$ cat config.mk
export PLATFORM = sky130hd
export DESIGN_NAME = param_bubble_sort
export DESIGN_NICKNAME = d
export VERILOG_FILES = /design/src/rtl/sort_pkg.sv /design/src/rtl/sort_cmp.sv /design/src/rtl/param_bubble_sort.sv
export SDC_FILE = /design/constraint.sdc
export NUM_CORES = 1
export LEC_CHECK = 0
export BUFFER_PORTS_ARGS = -buffer_cell sky130_fd_sc_hd__clkbuf_2
export CAP_MARGIN = 10
export CORE_AREA = 3 3 123 125
export DETAILED_ROUTE_END_ITERATION = 8
export DIE_AREA = 0 0 126 128
export PLACE_DENSITY = 0.75
export SETUP_SLACK_MARGIN = 0.4
export SLEW_MARGIN = 5
export SYNTH_ARGS = -nofsm -noshare
export SYNTH_HDL_FRONTEND = slang
export SYNTH_SLANG_ARGS = --single-unit
$ cat constraint.sdc
create_clock -name clk -period 3 [get_ports clk]
set_clock_uncertainty 0.15 [all_clocks]
set_input_delay 0.6 -clock clk [delete_from_list [all_inputs] [get_ports clk]]
set_output_delay 0.6 -clock clk [all_outputs]
set_load 0.01 [all_outputs]
$ cat src/rtl/sort_pkg.sv
// Shared definitions for the parameterised bubble sorter: FSM state
// encoding and the out-of-order predicate used by the compare stage.
package sort_pkg;

  // Widest element the compare predicate handles; narrower elements are
  // sign- or zero-extended to this width before comparison.
  localparam int CMP_W = 64;

  typedef enum logic [3:0] {
    ST_IDLE     = 4'd0,
    ST_LD0      = 4'd1,
    ST_RD_WAIT0 = 4'd2,
    ST_CAP0     = 4'd3,
    ST_RDN      = 4'd4,
    ST_RD_WAIT  = 4'd5,
    ST_CMP      = 4'd6,
    ST_PEND     = 4'd7,
    ST_DONE     = 4'd8
  } sort_state_e;

  // True when x must move behind y. Equal values never report out of
  // order, which keeps the sort stable.
  function automatic logic ooo(input logic [CMP_W-1:0] x,
                               input logic [CMP_W-1:0] y,
                               input logic desc,
                               input logic sgn);
    logic lt_s;
    logic gt_s;
    if (sgn) begin
      lt_s = ($signed(x) < $signed(y));
      gt_s = ($signed(x) > $signed(y));
    end else begin
      lt_s = (x < y);
      gt_s = (x > y);
    end
    return desc ? lt_s : gt_s;
  endfunction

endpackage

$ cat src/rtl/sort_cmp.sv
// Combinational compare for the sorter: extends both operands to the
// package compare width (sign- or zero-extension) and applies ooo().
module sort_cmp
  import sort_pkg::*;
#(
  parameter int DATA_W = 32
) (
  input  logic [DATA_W-1:0] x,
  input  logic [DATA_W-1:0] y,
  input  logic              desc,
  input  logic              sgn,
  output logic              out_of_order
);

  logic [CMP_W-1:0] x_ext_s;
  logic [CMP_W-1:0] y_ext_s;

  // Extend operands so one fixed-width predicate serves every DATA_W.
  always_comb begin
    x_ext_s = '0;
    y_ext_s = '0;
    if (sgn) begin
      x_ext_s = CMP_W'($signed(x));
      y_ext_s = CMP_W'($signed(y));
    end else begin
      x_ext_s = CMP_W'(x);
      y_ext_s = CMP_W'(y);
    end
    out_of_order = ooo(x_ext_s, y_ext_s, desc, sgn);
  end

endmodule

$ cat src/rtl/param_bubble_sort.sv
// In-place bubble sorter over an external SRAM with a registered read port.
// One read per compare: the larger (or smaller, when descending) element
// is carried in hold_r across the pass and only written back when it
// stops moving, so each compare costs RDN + RD_WAIT + CMP cycles.
module param_bubble_sort
  import sort_pkg::*;
#(
  parameter int DATA_W    = 32,
  parameter int ADDR_W    = 10,
  parameter int N_ELEM    = 1024,
  parameter int BASE_ADDR = 0
) (
  input  logic              clk,
  input  logic              rst,
  input  logic              Start,
  input  logic              Desc,
  input  logic              SignCmp,
  input  logic [DATA_W-1:0] RData,
  output logic [ADDR_W-1:0] RAddr,
  output logic [ADDR_W-1:0] WAddr,
  output logic [DATA_W-1:0] WData,
  output logic              Wen,
  output logic              Busy,
  output logic              Finish
);

  // Counters are one bit wider than the address so N_ELEM = 2**ADDR_W fits.
  localparam int                CNT_W     = ADDR_W + 1;
  localparam logic [CNT_W-1:0]  L_INIT    = CNT_W'(N_ELEM - 1);
  localparam logic [ADDR_W-1:0] BASE      = ADDR_W'(BASE_ADDR);
  localparam bit                SHORT_RUN = (N_ELEM < 2);

  sort_state_e       state_r,   state_nxt_s;
  logic [CNT_W-1:0]  j_r,       j_nxt_s;
  logic [CNT_W-1:0]  l_r,       l_nxt_s;
  logic [DATA_W-1:0] hold_r,    hold_nxt_s;
  logic              swapped_r, swapped_nxt_s;
  logic              carry_r,   carry_nxt_s;
  logic              desc_r,    desc_nxt_s;
  logic              sgn_r,     sgn_nxt_s;
  logic [ADDR_W-1:0] raddr_r,   raddr_nxt_s;
  logic [ADDR_W-1:0] waddr_r,   waddr_nxt_s;
  logic [DATA_W-1:0] wdata_r,   wdata_nxt_s;
  logic              wen_r,     wen_nxt_s;
  logic              busy_r,    busy_nxt_s;
  logic              finish_r,  finish_nxt_s;

  logic [CNT_W-1:0]  j_plus1_s;
  logic [ADDR_W-1:0] addr_j_s;
  logic [ADDR_W-1:0] addr_j1_s;
  logic [ADDR_W-1:0] addr_l_s;
  logic              ooo_s;

  assign j_plus1_s = j_r + CNT_W'(1);
  assign addr_j_s  = BASE + j_r[ADDR_W-1:0];
  assign addr_j1_s = BASE + j_plus1_s[ADDR_W-1:0];
  assign addr_l_s  = BASE + l_r[ADDR_W-1:0];

  // hold_r is the carried element, RData the freshly read neighbour.
  sort_cmp #(
    .DATA_W(DATA_W)
  ) u_cmp (
    .x           (hold_r),
    .y           (RData),
    .desc        (desc_r),
    .sgn         (sgn_r),
    .out_of_order(ooo_s)
  );

  // Next-state and next-register values; Wen defaults low so it pulses.
  always_comb begin
    state_nxt_s   = state_r;
    j_nxt_s       = j_r;
    l_nxt_s       = l_r;
    hold_nxt_s    = hold_r;
    swapped_nxt_s = swapped_r;
    carry_nxt_s   = carry_r;
    desc_nxt_s    = desc_r;
    sgn_nxt_s     = sgn_r;
    raddr_nxt_s   = raddr_r;
    waddr_nxt_s   = waddr_r;
    wdata_nxt_s   = wdata_r;
    wen_nxt_s     = 1'b0;
    busy_nxt_s    = busy_r;
    finish_nxt_s  = finish_r;

    case (state_r)
      ST_IDLE: begin
        if (Start) begin
          desc_nxt_s = Desc;
          sgn_nxt_s  = SignCmp;
          if (SHORT_RUN) begin
            state_nxt_s  = ST_DONE;
            busy_nxt_s   = 1'b0;
            finish_nxt_s = 1'b1;
          end else begin
            state_nxt_s   = ST_LD0;
            busy_nxt_s    = 1'b1;
            l_nxt_s       = L_INIT;
            j_nxt_s       = '0;
            swapped_nxt_s = 1'b0;
          end
        end else begin
          state_nxt_s = ST_IDLE;
        end
      end

      ST_LD0: begin
        raddr_nxt_s = BASE;
        carry_nxt_s = 1'b0;
        state_nxt_s = ST_RD_WAIT0;
      end

      ST_RD_WAIT0: begin
        state_nxt_s = ST_CAP0;
      end

      ST_CAP0: begin
        hold_nxt_s  = RData;
        state_nxt_s = ST_RDN;
      end

      ST_RDN: begin
        raddr_nxt_s = addr_j1_s;
        state_nxt_s = ST_RD_WAIT;
      end

      ST_RD_WAIT: begin
        state_nxt_s = ST_CMP;
      end

      ST_CMP: begin
        if (ooo_s) begin
          // Neighbour moves down; hold keeps travelling up the pass.
          wen_nxt_s     = 1'b1;
          waddr_nxt_s   = addr_j_s;
          wdata_nxt_s   = RData;
          swapped_nxt_s = 1'b1;
          carry_nxt_s   = 1'b1;
        end else begin
          // Hold stops here; its slot only needs writing if it travelled.
          if (carry_r) begin
            wen_nxt_s   = 1'b1;
            waddr_nxt_s = addr_j_s;
            wdata_nxt_s = hold_r;
          end else begin
            wen_nxt_s = 1'b0;
          end
          hold_nxt_s  = RData;
          carry_nxt_s = 1'b0;
        end
        if (j_plus1_s == l_r) begin
          state_nxt_s = ST_PEND;
        end else begin
          j_nxt_s     = j_plus1_s;
          state_nxt_s = ST_RDN;
        end
      end

      ST_PEND: begin
        if (carry_r) begin
          wen_nxt_s   = 1'b1;
          waddr_nxt_s = addr_l_s;
          wdata_nxt_s = hold_r;
        end else begin
          wen_nxt_s = 1'b0;
        end
        l_nxt_s = l_r - CNT_W'(1);
        // A swap-free pass, or the last single-compare pass, ends the sort.
        if (!swapped_r || (l_r == CNT_W'(1))) begin
          state_nxt_s  = ST_DONE;
          busy_nxt_s   = 1'b0;
          finish_nxt_s = 1'b1;
        end else begin
          j_nxt_s       = '0;
          swapped_nxt_s = 1'b0;
          state_nxt_s   = ST_LD0;
        end
      end

      ST_DONE: begin
        busy_nxt_s = 1'b0;
        if (Start) begin
          finish_nxt_s = 1'b1;
          state_nxt_s  = ST_DONE;
        end else begin
          finish_nxt_s = 1'b0;
          state_nxt_s  = ST_IDLE;
        end
      end

      default: begin
        state_nxt_s  = ST_IDLE;
        busy_nxt_s   = 1'b0;
        finish_nxt_s = 1'b0;
      end
    endcase
  end

  // State and datapath registers; rst aborts any sort in progress.
  always_ff @(posedge clk) begin
    if (rst) begin
      state_r   <= ST_IDLE;
      j_r       <= '0;
      l_r       <= '0;
      hold_r    <= '0;
      swapped_r <= 1'b0;
      carry_r   <= 1'b0;
      desc_r    <= 1'b0;
      sgn_r     <= 1'b0;
      raddr_r   <= '0;
      waddr_r   <= '0;
      wdata_r   <= '0;
      wen_r     <= 1'b0;
      busy_r    <= 1'b0;
      finish_r  <= 1'b0;
    end else begin
      state_r   <= state_nxt_s;
      j_r       <= j_nxt_s;
      l_r       <= l_nxt_s;
      hold_r    <= hold_nxt_s;
      swapped_r <= swapped_nxt_s;
      carry_r   <= carry_nxt_s;
      desc_r    <= desc_nxt_s;
      sgn_r     <= sgn_nxt_s;
      raddr_r   <= raddr_nxt_s;
      waddr_r   <= waddr_nxt_s;
      wdata_r   <= wdata_nxt_s;
      wen_r     <= wen_nxt_s;
      busy_r    <= busy_nxt_s;
      finish_r  <= finish_nxt_s;
    end
  end

  assign RAddr  = raddr_r;
  assign WAddr  = waddr_r;
  assign WData  = wdata_r;
  assign Wen    = wen_r;
  assign Busy   = busy_r;
  assign Finish = finish_r;

endmodule

==> impl_metrics.ini, run 1 <==
[sta]
tns_ps = -114.4
worst_slack_ps = -80.86
post-route-period-util_pct = 102.7
fmax_mhz = 324.6
grt_setup_unrepaired = yes
relSlewSlack_pct = 25.80
slew_viol_final = 0
tightest_slew_ps = 1109
min_period_ps = 3081
fin_hold_ws_ps = 272.3
setup_viol = 6
finalHoldViolCount = 0

[floorplanning]
start_util_pct = 52.93
pin_count = 92
die_w_um = 126
die_h_um = 128
core_area_um2 = 13990
row_count = 43
die-area_um2 = 16130

[worst_setup_path]
path_cells = clkbuf_2 -> inv_6 -> ha_4 -> nand4_1 -> or4_4 -> a21o_1 -> a31oi_4 -> buf_6 -> mux2i_4 -> buf_6 -> buf_12 -> buf_16 -> o211ai_1 -> a31oi_1
r2r_slack_ps = -80
cp-end-kind = flip-flop
cpLargestDelayFamily = compound AO/OA/AOI/OAI gates
ff2ff_path_depth = 12
start_kind = input port
crit_top_cell = buf_6
reg2reg_to = hold_r[14]
cp.required_ps = 3180
slowest_stage = or4_4
cp_max_fo = 6
cp_num_buf_inv = 6
reg2reg_from = hold_r[13]
crit_type = in -> reg
slowest_delay_ps = 550
arrival_ps = 3260

[finish]
antenna_cells = 0
final_cell_area_um2 = 9877
finalNetCount = 1122
nFillCells = 1081
drive_gt1_share_pct = 29.43
finish.utilization_pct = 70.61
syn_to_final_growth_pct = 33.39

[logic_synthesis]
synth_top_area_cell = dfxtp_1
netlist_instances = 910
syn_area_per_cell_um2 = 8.137
yosysSeqAreaShare_pct = 31.63
ys.flop_type = dfxtp_1
synth_top_area_share_pct = 31.63
synthTopCellsByArea = dfxtp_1 (32%), a21oi_1 (7.0%), ha_1 (6.1%)
synth.distinct_cells = 53
syn_area_um2 = 7405
synth-edff-count = 0
synth_seq_cells = 117
yosys_warnings = 0
synthArstFlopShare_pct = 0
syn-num-nets = 983

[routing]
route.detailed.drc = 0
drt_iter0_markers = 1227
routed-via-count = 8095
routed_via_density = 6.528
wl_per_cell_um = 19.86
drt-total-wl_mm = 24.62
firstDrtPassIters = 6
ant_nets = 0

[clocking]
hold_buffers = 0
insertion_delay_ps = 430
cts_root_buffer = clkbuf_16
clk_pin_slew_worst_paths_ps = 60
htreeDepth = 4
cts_tree = built
clock_sinks = 117
cts_buffer_depth = 2
cts_buffers = 17

[placed_design]
io_buffers = 91
dp_hpwl_mm = 14.73
gp_congestion = 0.8540
dpl_cell_area_um2 = 8845

[global_route]
overflow = 0
antenna_found_initial = 0
grt_max_degree = 73
grt_use_total_pct = 29.45
grt_pass1_wl_mm = 38.85
grt_pass1_vias = 7573

[power_and_ir_drop]
peakVddDrop_v = 0.0003780
total_power_mw = 4.624
power.density_nw_per_um2 = 468.1
leakagePower_nw = 4.131

[run]
cap_violations = 0

[hold_path]
min_from = SignCmp
hold-path-endpoint = sgn_r
min_path_cells = 3
hp-class = in -> reg

[outcome]
failed_checks = setup timing
status = finished, violations left
cells by family (layout without fill, tap and decap cells):
group,after synthesis,count (layout),synth area share [%]
adders and majority gates,36,36,6.083
buffers and inverters,129,278,6.759
AOI/OAI and AO/OA,309,310,27.51
xor gates and xnor gates,26,26,4.596
and+or+nand+nor,250,250,17.49
DFF,117,117,31.63
muxes,43,43,5.931
registers in the layout, indices dropped and copies added, names as in the netlist:
register / flops
sgn_r: 1
swapped_r: 1
j_r: 11
WAddr: 10
hold_r: 32
Wen: 1
l_r: 11
state_r: 4
RAddr: 10
Busy: 1
desc_r: 1
Finish: 1
WData: 32
carry_r: 1
synth_stat cells (2+ instances only):
| library cell | count |
|---|---|
| or3_1 | 3 |
| xor3_1 | 2 |
| buf_1 | 8 |
| nor3_1 | 10 |
| nor4b_1 | 2 |
| nor2b_1 | 3 |
| nor2_1 | 84 |
| and3_1 | 7 |
| a311oi_1 | 3 |
| a22oi_1 | 47 |
| nand2_1 | 29 |
| nand4b_1 | 3 |
| ha_1 | 36 |
| mux2i_1 | 38 |
| clkbuf_1 | 71 |
| mux2_2 | 4 |
| a21oi_1 | 103 |
| o21ai_1 | 2 |
| nand3_1 | 19 |
| and2_1 | 3 |
| xor2_1 | 8 |
| or4_1 | 20 |
| o21ai_0 | 27 |
| xnor2_1 | 10 |
| a211oi_1 | 6 |
| o211ai_1 | 34 |
| xnor3_1 | 6 |
| and4_1 | 3 |
| a31oi_1 | 32 |
| buf_2 | 7 |
| a221oi_1 | 36 |
| nand4_1 | 43 |
| dfxtp_1 | 117 |
| inv_1 | 41 |
| nor4_1 | 3 |
| nand2b_1 | 14 |
| o32a_1 | 10 |
how the worst max path moves through the flow:
stage                          start  slack (ps)         end  depth (start not counted)
after detailed placement   RData[15]        -440  hold_r[25]                         12
after floorplan            RData[15]         -60   WData[12]                         10
after global routing       RData[13]        -210  hold_r[14]                         14
final                      RData[13]         -80  hold_r[14]                         14
after global placement     RData[15]        -380  hold_r[24]                         12
after CTS                 hold_r[14]          20   swapped_r                         11
metal layers:
layer	share of wire [%]	global-route usage, %
met1	42	39.74
met2	47	45.82
met3	8.8	5.167
met4	2.8	14.26
met5	0	0
report_power, final:
| group | total [mW] | switching (mW) | leakage, nW | internal (mW) |
|---|---|---|---|---|
| Combinational | 1.01 | 0.564 | 2.91 | 0.450 |
| Clock | 1.89 | 0.706 | 0.267 | 1.19 |
| Sequential | 1.72 | 0.0946 | 0.953 | 1.62 |
| Total | 4.62 | 1.36 | 4.13 | 3.26 |
layout by cell type (no fill, tap or decap), types with 27 or more instances in the layout:
cell,n
nand4_1,43
ha_1,33
inv_1,37
mux2i_1,38
a221oi_2,30
a21oi_1,99
buf_4,89
nand2_1,27
a31oi_1,32
clkbuf_2,89
nor2_1,83
o211ai_1,34
a22oi_1,45
dfxtp_1,106
layout make-up:
cell class,count,area [µm²],share of cell area (%)
well taps,180,225.2,2.280
multi-input cells,665,4974,50.35
clock buffers,25,485.5,4.915
clock inverters,5,50.05,0.5067
repair buffers,206,1617,16.37
inverters,42,170.2,1.723
flip-flops and latches,117,2356,23.85
tightest hold or removal path: cells and delay by family:
family,cells,cell delay (ps)
AO/OA/AOI/OAI,1,60
buffers and inverters,1,80
AND/OR/NAND/NOR,1,50
stage by stage:
stage,instances,setup slack (ps)
after CTS,1232,24.34
after global placement,1187,-379.2
after detailed placement,1187,-441.7
after global routing,1240,-207.7
final,1240,-80.86
after floorplan,910,-56.31
repair_timing:
| item | in CTS | in global routing |
|---|---|---|
| cloned | 6 | 3 |
| setup buffers | 9 | 5 |
| setup endpoints to repair | 89 | 92 |
| resized for setup | 32 | 21 |
| pin swaps | 27 | 24 |
(Power assumes the default switching activity.)
==> inputs of run 2 (changes only) <==
--- a/config.mk
+++ b/config.mk
@@ -5,12 +5,14 @@
 export SDC_FILE = /design/constraint.sdc
 export NUM_CORES = 1
 export LEC_CHECK = 0
+export ABC_AREA = 1
 export BUFFER_PORTS_ARGS = -buffer_cell sky130_fd_sc_hd__clkbuf_2
 export CAP_MARGIN = 10
-export CORE_AREA = 3 3 123 125
+export CORE_AREA = 3 3 119 121
 export DETAILED_ROUTE_END_ITERATION = 8
-export DIE_AREA = 0 0 126 128
-export PLACE_DENSITY = 0.75
+export DIE_AREA = 0 0 122 124
+export PLACE_DENSITY = 0.76
+export RECOVER_POWER = 100
 export SETUP_SLACK_MARGIN = 0.4
 export SLEW_MARGIN = 5
 export SYNTH_ARGS = -nofsm -noshare
==> run 2 against run 1 <==
Net effect: the flow now finishes without violations; sequential share of layout area grew 4.1 points; register-to-register slack improved by 440 ps; highest routed layer unchanged; critical path type is now reg -> reg; sequential power grew 2%.
==> impl_metrics.ini, run 2 <==
[worst_setup_path]
cp.required_ps = 3080
r2r_slack_ps = 360
cp-end-kind = flip-flop
slowest_delay_ps = 350
crit_top_cell = nand2_1
arrival_ps = 2720
crit_type = reg -> reg
reg2reg_to = WData[30]
cpLargestDelayFamily = simple AND/OR/NAND/NOR gates
slowest_stage = dfxtp_1
reg2reg_from = hold_r[29]
cp_num_buf_inv = 2
cp_max_fo = 7
start_kind = flip-flop
crit_cells = 16
ff2ff_path_depth = 16
path_cells = ha_4 -> nand2_4 -> nor2_4 -> nand4_1 -> nor2_1 -> nand2_1 -> nand2_1 -> nand2_1 -> nand2_1 -> nand3_1 -> nand3_4 -> buf_12 -> clkbuf_16 -> nand2_1 -> nand2_1 -> a21oi_1

[clocking]
insertion_delay_ps = 420
clk_pin_slew_worst_paths_ps = 50
htreeDepth = 4
cts_buffer_depth = 2
cts_tree = built
cts_root_buffer = clkbuf_16
clock_sinks = 117
cts_buffers = 17

[hold_path]
min_path_cells = 3
hold-path-endpoint = sgn_r
min_from = SignCmp
hp-class = in -> reg

[logic_synthesis]
synth.most_common_cell = nand2_1
syn_area_um2 = 6945
synth-edff-count = 0
synthArstFlopShare_pct = 0
yosysSeqAreaShare_pct = 33.72
ys.flop_type = dfxtp_1
synth_top_area_share_pct = 33.72
synth.distinct_cells = 44
yosys_warnings = 0
synthTopCellsByArea = dfxtp_1 (34%), nand2_1 (17%), nor2_1 (6.9%)
synth_commonest_cells = nand2_1 (306), nor2_1 (127), dfxtp_1 (117), inv_1 (92), a21oi_1 (76)
syn_area_per_cell_um2 = 6.730
synth_seq_cells = 117
syn-num-nets = 1105
netlist_instances = 1032
synth_top_area_cell = dfxtp_1

[global_route]
grt_use_total_pct = 24.94
grt_max_degree = 58
overflow = 0
grt_pass1_vias = 6364
antenna_found_initial = 0
grt_pass1_wl_mm = 30.39

[sta]
tightest_slew_ps = 1368
relSlewSlack_pct = 8.786
grt_setup_unrepaired = yes
tns_ps = 0
slew_viol_final = 0
worst_slack_ps = 359.6
min_period_ps = 2640
setup_viol = 0
fin_hold_ws_ps = 309.5
fmax_mhz = 378.7
post-route-period-util_pct = 88.01
finalHoldViolCount = 0

[power_and_ir_drop]
switchingPower_mw = 1.358
peakVddDrop_v = 0.0004930
clkPwrFrac_pct = 45.9
pwr-share-seq_pct = 36.8
power.density_nw_per_um2 = 569.5
combPwrFrac_pct = 17.3
total_power_mw = 4.779
p_sw_share_pct = 28.41
p_int_mw = 3.421
leakagePower_nw = 3.951

[routing]
routed-via-count = 6951
wl_per_cell_um = 14.70
drt-total-wl_mm = 19.20
drt_iter0_markers = 565
routed_via_density = 5.322
route.detailed.drc = 0
ant_nets = 0
firstDrtPassIters = 5

[floorplanning]
row_count = 42
core_area_um2 = 13190
start_util_pct = 52.66
pin_count = 92
die_h_um = 124
die_w_um = 122
die-area_um2 = 15130

[finish]
layout_common_cells = nand2_1 (303), nor2_1 (125), dfxtp_1 (115), inv_1 (89), a21oi_1 (71)
syn_to_final_growth_pct = 20.83
finish.utilization_pct = 63.62
nFillCells = 1196
finalNetCount = 1190
final_common_cell = nand2_1
drive_gt1_share_pct = 14.51
antenna_cells = 0

[placed_design]
gp_congestion = 0.8927
dp_hpwl_mm = 11.95
pre_cts_ws_ps = -156.7
io_buffers = 91

[run]
cap_violations = 0

[outcome]
status = finished, final reports clean
## run 2: cell types whose count changed in the layout (fill, tap and decap cells not counted), moves of 28 or more
cell / delta
inv_1: +52
a22oi_1: -45
nor2_1: +42
clkbuf_1: +54
mux2_2: +29
buf_4: -70
clkbuf_2: -53
o211ai_1: -32
mux2i_1: -38
a21oi_1: -28
nand3_1: +43
a221oi_2: -30
nand2_1: +276
## run 2: layout make-up
class                   instances  area (µm²)  share of cell area [%]
repair buffers                122       747.0                   8.901
multi-input cells             761        4064                   48.43
inverters                      98       377.9                   4.503
flip-flops and latches        117        2347                   27.97
clock buffers                  23       488.0                   5.815
clock inverters                 9       147.6                   1.759
well taps                     176       220.2                   2.624
## run 2: worst max-delay path by stage
stage,start,to
after global routing,hold_r[30],WData[10]
after CTS,RData[31],WData[17]
after detailed placement,RData[31],hold_r[11]
after floorplan,RData[15],WData[10]
after global placement,RData[31],hold_r[29]
final,hold_r[29],WData[30]
## run 2: worst reg2reg max path, delay by kind of cell, from the launching register on
family	cells	cell delay [ps]
and+or+nand+nor	12	1260
DFF	1	350
buffers and inverters	2	320
adders and majority gates	1	300
AOI/OAI and AO/OA	1	60
## run 2: repair_timing
action	4_1_cts	5_1_grt
hold buffers	0	0
pin swaps	0	13
cloned	0	4
resized for setup	3	38
setup endpoints to repair	45	79
buffers inserted	0	6
## run 2: power groups by stage
| stage | logic (mW) | clock network (mW) | registers [mW] |
|---|---|---|---|
| after global placement | 0.776 | 0 | 1.78 |
| after floorplan | 0.599 | 0 | 1.76 |
| final | 0.825 | 2.19 | 1.76 |
| after CTS | 0.798 | 2.21 | 1.76 |
| after detailed placement | 0.788 | 0 | 1.79 |
| after global routing | 0.940 | 2.28 | 1.77 |
## run 2: routing by layer
metal / routed length, µm / track usage, % / vias up / part of all wire (%)
met5: 0 / 0 / - / 0
met1: 8434 / 30.90 / 3154 / 44
met3: 1133 / 4.587 / 40 / 5.9
met2: 9168 / 42.89 / 231 / 48
li1: - / - / 3526 / -
met4: 460 / 10.15 / 0 / 2.4
## run 2: through the flow
step,std cells,area [µm²]
after CTS,1296,8187
after detailed placement,1264,7546
after floorplan,1032,6945
after global placement,1264,7546
after global routing,1306,8392
final,1306,8392
## run 2: cells by family after synthesis
logic type | synth area share (%)
flops | 33.72
buf+inv | 9.187
xor+xnor | 1.135
fa+ha+maj | 6.485
simple gates | 34.77
mux | 5.188
compound gates | 9.512
